### src/rtl/timer_pkg.sv
// Shared definitions for the capture timer: edge-select encodings, default widths
// and the edge-select decode helper.
package timer_pkg;

    localparam int unsigned CNT_W_DEF      = 16;
    localparam int unsigned PSC_W_DEF      = 8;
    localparam int unsigned FIFO_DEPTH_DEF = 4;

    typedef enum logic [1:0] {
        EDGE_NONE = 2'b00,
        EDGE_RISE = 2'b01,
        EDGE_FALL = 2'b10,
        EDGE_BOTH = 2'b11
    } edge_sel_e;

    // True when an edge of the given polarity is enabled by the select code.
    function automatic logic edge_enabled(input logic [1:0] sel, input logic rise);
        if (sel == EDGE_BOTH) return 1'b1;
        if (rise)             return sel == EDGE_RISE;
        return sel == EDGE_FALL;
    endfunction

endpackage

### src/rtl/timer_capture_if.sv
// Capture event bus: one-cycle strobe carrying the timestamp and edge polarity.
interface timer_capture_if
    import timer_pkg::*;
#(
    parameter int unsigned CNT_W = CNT_W_DEF
);
    logic             valid;
    logic             rise;
    logic [CNT_W-1:0] data;

    modport master (output valid, output rise, output data);
    modport slave  (input  valid, input  rise, input  data);
endinterface

### src/rtl/timer_capture_sync.sv
// Two-flop pin synchroniser, optional 3-cycle stability filter (TIMER_CAPTURE_FILTER_EN)
// and edge detector; emits a registered capture event stamped with the detection-cycle count.
module timer_capture_sync
    import timer_pkg::*;
#(
    parameter int unsigned CNT_W = CNT_W_DEF
) (
    input  logic             clk_i,
    input  logic             rst_ni,
    input  logic             en_i,
    input  logic [1:0]       edge_sel_i,
    input  logic             cap_i,
    input  logic [CNT_W-1:0] cnt_i,
    timer_capture_if.master  evt
);

    logic sync1;
    logic sync2;
    logic level;
    logic level_d;

`ifdef TIMER_CAPTURE_FILTER_EN
    logic hist1;
    logic hist2;
    logic filt;

    // Accept a new level only once three consecutive synchronised samples agree.
    assign level = ((sync2 == hist1) && (hist1 == hist2)) ? sync2 : filt;

    always_ff @(posedge clk_i) begin
        if (!rst_ni) begin
            hist1 <= 1'b0;
            hist2 <= 1'b0;
            filt  <= 1'b0;
        end else begin
            hist1 <= sync2;
            hist2 <= hist1;
            filt  <= level;
        end
    end
`else
    assign level = sync2;
`endif

    always_ff @(posedge clk_i) begin
        if (!rst_ni) begin
            sync1     <= 1'b0;
            sync2     <= 1'b0;
            level_d   <= 1'b0;
            evt.valid <= 1'b0;
            evt.rise  <= 1'b0;
            evt.data  <= '0;
        end else begin
            sync1     <= cap_i;
            sync2     <= sync1;
            level_d   <= level;
            evt.valid <= en_i && (level != level_d) && edge_enabled(edge_sel_i, level);
            if (level != level_d) begin
                evt.rise <= level;
                evt.data <= cnt_i;
            end
        end
    end

endmodule

### src/rtl/timer_capture.sv
// Prescaled free-running timestamp counter with pin-edge capture into a small FIFO.
// Optional input glitch filter is enabled by defining TIMER_CAPTURE_FILTER_EN.
module timer_capture
    import timer_pkg::*;
#(
    parameter int unsigned CNT_W      = CNT_W_DEF,
    parameter int unsigned PSC_W      = PSC_W_DEF,
    parameter int unsigned FIFO_DEPTH = FIFO_DEPTH_DEF
) (
    input  logic             clk_i,
    input  logic             rst_ni,
    input  logic             en_i,
    input  logic [PSC_W-1:0] psc_i,
    input  logic [1:0]       edge_sel_i,
    input  logic             cap_i,
    output logic [CNT_W-1:0] cap_data_o,
    output logic             cap_edge_o,
    output logic             cap_valid_o,
    input  logic             cap_ready_i,
    output logic             ovf_o,
    input  logic             ovf_clr_i,
    output logic [CNT_W-1:0] cnt_o
);

    localparam int unsigned AW = $clog2(FIFO_DEPTH);
    localparam logic [AW:0] DEPTH_CNT = (AW+1)'(FIFO_DEPTH);

    logic [PSC_W-1:0]  psc_cnt;
    logic [CNT_W-1:0]  mem_data [FIFO_DEPTH];
    logic [FIFO_DEPTH-1:0] mem_rise;
    logic [AW-1:0]     wr_ptr;
    logic [AW-1:0]     rd_ptr;
    logic [AW:0]       count;
    logic [AW:0]       count_nxt;
    logic              pop;
    logic              push;
    logic              overrun;

    timer_capture_if #(.CNT_W(CNT_W)) evt ();

    timer_capture_sync #(.CNT_W(CNT_W)) u_sync (
        .clk_i      (clk_i),
        .rst_ni     (rst_ni),
        .en_i       (en_i),
        .edge_sel_i (edge_sel_i),
        .cap_i      (cap_i),
        .cnt_i      (cnt_o),
        .evt        (evt)
    );

    // Prescaler: >= rather than == so a lowered psc_i takes effect at once without a long wrap.
    always_ff @(posedge clk_i) begin
        if (!rst_ni) begin
            psc_cnt <= '0;
            cnt_o   <= '0;
        end else if (en_i) begin
            if (psc_cnt >= psc_i) begin
                psc_cnt <= '0;
                cnt_o   <= cnt_o + CNT_W'(1);
            end else begin
                psc_cnt <= psc_cnt + PSC_W'(1);
            end
        end
    end

    always_comb begin
        pop       = cap_valid_o && cap_ready_i;
        overrun   = evt.valid && (count == DEPTH_CNT) && !pop;
        push      = evt.valid && !overrun;
        count_nxt = count + (AW+1)'(push) - (AW+1)'(pop);
    end

    assign cap_data_o = mem_data[rd_ptr];
    assign cap_edge_o = mem_rise[rd_ptr];

    // Capture FIFO; a push into a full FIFO is dropped unless a pop frees a slot that cycle.
    always_ff @(posedge clk_i) begin
        if (!rst_ni) begin
            for (int i = 0; i < FIFO_DEPTH; i++) mem_data[i] <= '0;
            mem_rise    <= '0;
            wr_ptr      <= '0;
            rd_ptr      <= '0;
            count       <= '0;
            cap_valid_o <= 1'b0;
            ovf_o       <= 1'b0;
        end else begin
            if (push) begin
                mem_data[wr_ptr] <= evt.data;
                mem_rise[wr_ptr] <= evt.rise;
                wr_ptr           <= wr_ptr + AW'(1);
            end
            if (pop) rd_ptr <= rd_ptr + AW'(1);
            count       <= count_nxt;
            cap_valid_o <= (count_nxt != '0);
            if (overrun)        ovf_o <= 1'b1;
            else if (ovf_clr_i) ovf_o <= 1'b0;
        end
    end

endmodule
### config.mk
export PLATFORM = sky130hd
export DESIGN_NAME = timer_capture
export DESIGN_NICKNAME = d
export VERILOG_FILES = /design/src/rtl/timer_pkg.sv /design/src/rtl/timer_capture_if.sv /design/src/rtl/timer_capture_sync.sv /design/src/rtl/timer_capture.sv
export SDC_FILE = /design/constraint.sdc
export NUM_CORES = 1
export LEC_CHECK = 0
export BUFFER_PORTS_ARGS = -buffer_cell sky130_fd_sc_hd__buf_2
export CAP_MARGIN = 10
export CORE_ASPECT_RATIO = 1.25
export CORE_UTILIZATION = 40
export DETAILED_ROUTE_END_ITERATION = 8
export PLACE_DENSITY_LB_ADDON = 0.12
export SLEW_MARGIN = 20
export SYNTH_ARGS = -nofsm -noshare
export SYNTH_HDL_FRONTEND = slang
export SYNTH_SLANG_ARGS = --single-unit
### constraint.sdc
create_clock -name clk_i -period 1.69 [get_ports clk_i]
set_input_delay 0.338 -clock clk_i [delete_from_list [all_inputs] [get_ports clk_i]]
set_output_delay 0.338 -clock clk_i [all_outputs]
set_load 0.005 [all_outputs]
==> metrics.md <==
| Metric | Value |
|---|---|
| Status | `finished with violations` |
| Final period util | `116%` |
| Pleak | `3.14 nW` |
| Inst Count DP | `750` |
| Seq pwr share | `40.3%` |
| Routed length per placed instance | `16.7 um` |
| Clk buf depth | `2` |
| Avg Cell Area, Syn | `11.6 um^2` |
| Drt via density | `5.06` |
| Cell Pwr Density | `1060 nW/um^2` |
| DR iter-0 viols | `144` |
| Crit path buffers/inverters | `2` |
| Worst R2R Start | `psc_cnt[1]` |
| Gpl congestion | `0.804` |
| CP max FO | `8` |
| First-pass GRT wire length | `20,800 um` |
| Total wire length | `13,500 um` |
| Finished Layout Cells | `804` |
| Clock sink total | `124` |
| Port Buf Inserts | `50` |
| H-Tree Depth | `4` |
| P&R area growth vs syn | `37.8%` |
| Final Slew Violations | `0` |
| Failing checks | `setup timing` |
| Clock Power Share | `46.0%` |
| Fillers | `1,170` |
| Core Region | `13,900 um^2` |
| Most frequent cells in the layout | `edfxtp_1 (64), nand2_1 (62), and2_1 (54)` |
| Setup Skew | `0.0140 ns` |
| Async SR Flop Fraction | `0%` |
| Worst vdd ir | `0.517 mV` |
| # IOs | `51` |
| Fmax | `0.512 GHz` |
| #FFs+latches synth | `124` |
| Routed vias | `4,068` |
| Class of the worst hold path | `primary input to flop` |
| Combinational fraction of design power | `13.7%` |
| Rel. slew slack | `73.6%` |
| Critical path class | `flop to output pin` |
| Startpoint Class | `flop` |
| P_int | `6.32 mW` |
| Total CTS buffers | `17` |
| Post-synth cell types | `49` |
| Final Hold Fails | `0` |
| Nets@finish | `648` |
| Worst EP arrival | `1.62 ns` |
| Net switching power | `2.04 mW` |
| Post-DRT Antenna Nets | `0` |
| Post-synthesis cell area | `5720 um^2` |
| Initial antenna violation count | `0` |
| Initial core utilization | `41.2%` |
| Max Cap Viol | `0` |
| Setup Viol. Count Final | `26` |
| DP HPWL | `8430 um` |
| Seq/Total Area, Yosys | `54.6%` |
| Worst path slowest cell | `mux4_2` |
| Most used DFF post-synth | `edfxtp_1` |
| Worst setup EP type | `output pin` |
| Die Wd | `109 um` |
| HP Start | `cap_i` |
| Crit-path max cell delay | `0.51 ns` |
| DP Worst Slack | `-0.260 ns` |
| Cell count after synthesis | `492` |
| Clock transition at path regs | `0.06 ns` |
| RSZ-0062 raised after global routing | `true` |
| Antenna Cells | `0` |
| Clock root buffer | `clkbuf_16` |
| Remaining global-route overflow | `0` |
| Fin crit period | `1.95 ns` |
| Layout cells sized above 1 | `39.1%` |
| Worst Path Required | `1.35 ns` |
| # rows | `48` |
| Syn Nets | `524` |
| Clk_lat worst skew | `0.42 ns` |
| EDFF count, synth | `64` |
| Critical-path cell list | `buf_12, mux4_2, buf_2` |
| Commonest non-fill, non-tap cell in the layout | `edfxtp_1` |
| Die area | `14,800 um^2` |
| Total GRT Usage | `19.0%` |
| CP top delay family | `multiplexers` |
| Worst Tran Pin Value | `0.394 ns` |
| Yosys Warn Count | `0` |
| DRC viols | `0` |
| Switching Share | `24.4%` |
| Die Height | `136 um` |
| Final setup margin | `-0.265 ns` |
| Pin count of the biggest net entering global routing | `35` |
| Vias in the first global route | `4,102` |
| Drt pass-1 iters | `4` |
| TritonCTS clock tree | `built` |
| Setup TNS | `-4.44 ns` |
## flip-flops by register name, indices dropped and copies added, names as in the netlist, named ones only
name / cells
ovf_o: 1
u_sync.evt.rise: 1
u_sync.level: 1
u_sync.evt.valid: 1
psc_cnt: 8
rd_ptr: 2
mem_rise: 4
u_sync.level_d: 1
cnt_o: 16
mem_data: 64
u_sync.evt.data: 16
cap_valid_o: 1
wr_ptr: 2
count: 3
u_sync.sync1: 1
## power by group through the flow
stage / Clock [mW] / Sequential (mW) / Combinational (mW)
2_1_floorplan: 0 / 3.40 / 0.541
3_3_place_gp: 0 / 3.40 / 0.881
3_5_place_dp: 0 / 3.41 / 0.893
4_1_cts: 3.92 / 3.37 / 1.06
5_1_grt: 4.06 / 3.38 / 1.24
6_report: 3.85 / 3.36 / 1.14
## stage by stage
stage               area, um^2  hold slack [ns]  power, mW  util [%]
floorplan                 5750            0.412       3.94         -
global placement          6620            0.420       4.28      47.7
detailed placement        6620            0.421       4.30      47.7
CTS                       7530            0.123       8.35      54.3
global route              7880            0.140       8.68      56.8
finish                    7880            0.146       8.35      56.8
## metal layers
layer / GRT usage, % / vias up / routed length, um
met5: 0 / - / 0
met4: 6.68 / 0 / 223
met3: 4.95 / 16 / 466
met2: 34.6 / 80 / 7260
met1: 21.1 / 1980 / 5510
li1: - / 1992 / -
## layout make-up
cell class	instances	area (um^2)	share of cell area (%)
sequential	124	3140	39.8
multi-input combinational	332	2780	35.3
clock inverter	15	201	2.56
tap	175	219	2.78
inverter	16	60.1	0.762
clock buffer	17	425	5.40
timing repair buffer	125	1060	13.4
## logic make-up after synthesis
| group | after synthesis | share of synthesized area (%) |
|---|---|---|
| compound gates | 56 | 6.96 |
| xor+xnor | 12 | 1.84 |
| fa+ha+maj | 16 | 3.63 |
| buf+inv | 37 | 2.80 |
| flops | 124 | 54.6 |
| mux | 35 | 9.84 |
| simple gates | 212 | 20.3 |
## what timing repair did
item	4_1_cts	5_1_grt
endpoints found under the hold margin	0	0
pin swaps	17	31
resized for setup	37	46
hold buffers	0	0
buffers inserted	8	12
gates cloned	2	2
setup endpoints to repair	32	106
## synth_stat cells (3+ instances only)
master,number,share of area (%)
nand2_1,65,4.3
edfxtp_1,64,34
dfxtp_1,60,21
and2_1,54,5.9
a21oi_1,34,3.0
and3_1,22,2.4
mux2i_1,18,3.2
nand2b_1,18,2.0
nor2_1,18,1.2
mux4_2,17,6.7
ha_1,15,3.3
inv_1,15,0.98
clkbuf_1,12,0.79
nand3_1,11,0.96
nand4_1,7,0.77
xnor2_1,6,0.92
xor2_1,6,0.92
buf_2,5,0.44
buf_4,4,0.53
nor3_4,3,0.85
o211ai_1,3,0.39
## final timing paths
kind / depth (start not counted) / end / slack (ns)
max: 3 / cap_data_o[14] / -0.26
min: 2 / u_sync.sync1 / 0.15
max reg2reg: 7 / cnt_o[14] / -0.13
min reg2reg: 1 / u_sync.level / 0.43
## worst reg2reg max path: stages (launching register included)
cell and delay [ns]:
dfxtp_4 0.36, ha_4 0.29, nand2b_4 0.06, a21oi_4 0.23
buf_6 0.14, o211ai_4 0.12, a2111oi_4 0.34, mux2i_1 0.21
(Power assumes the default switching activity.)
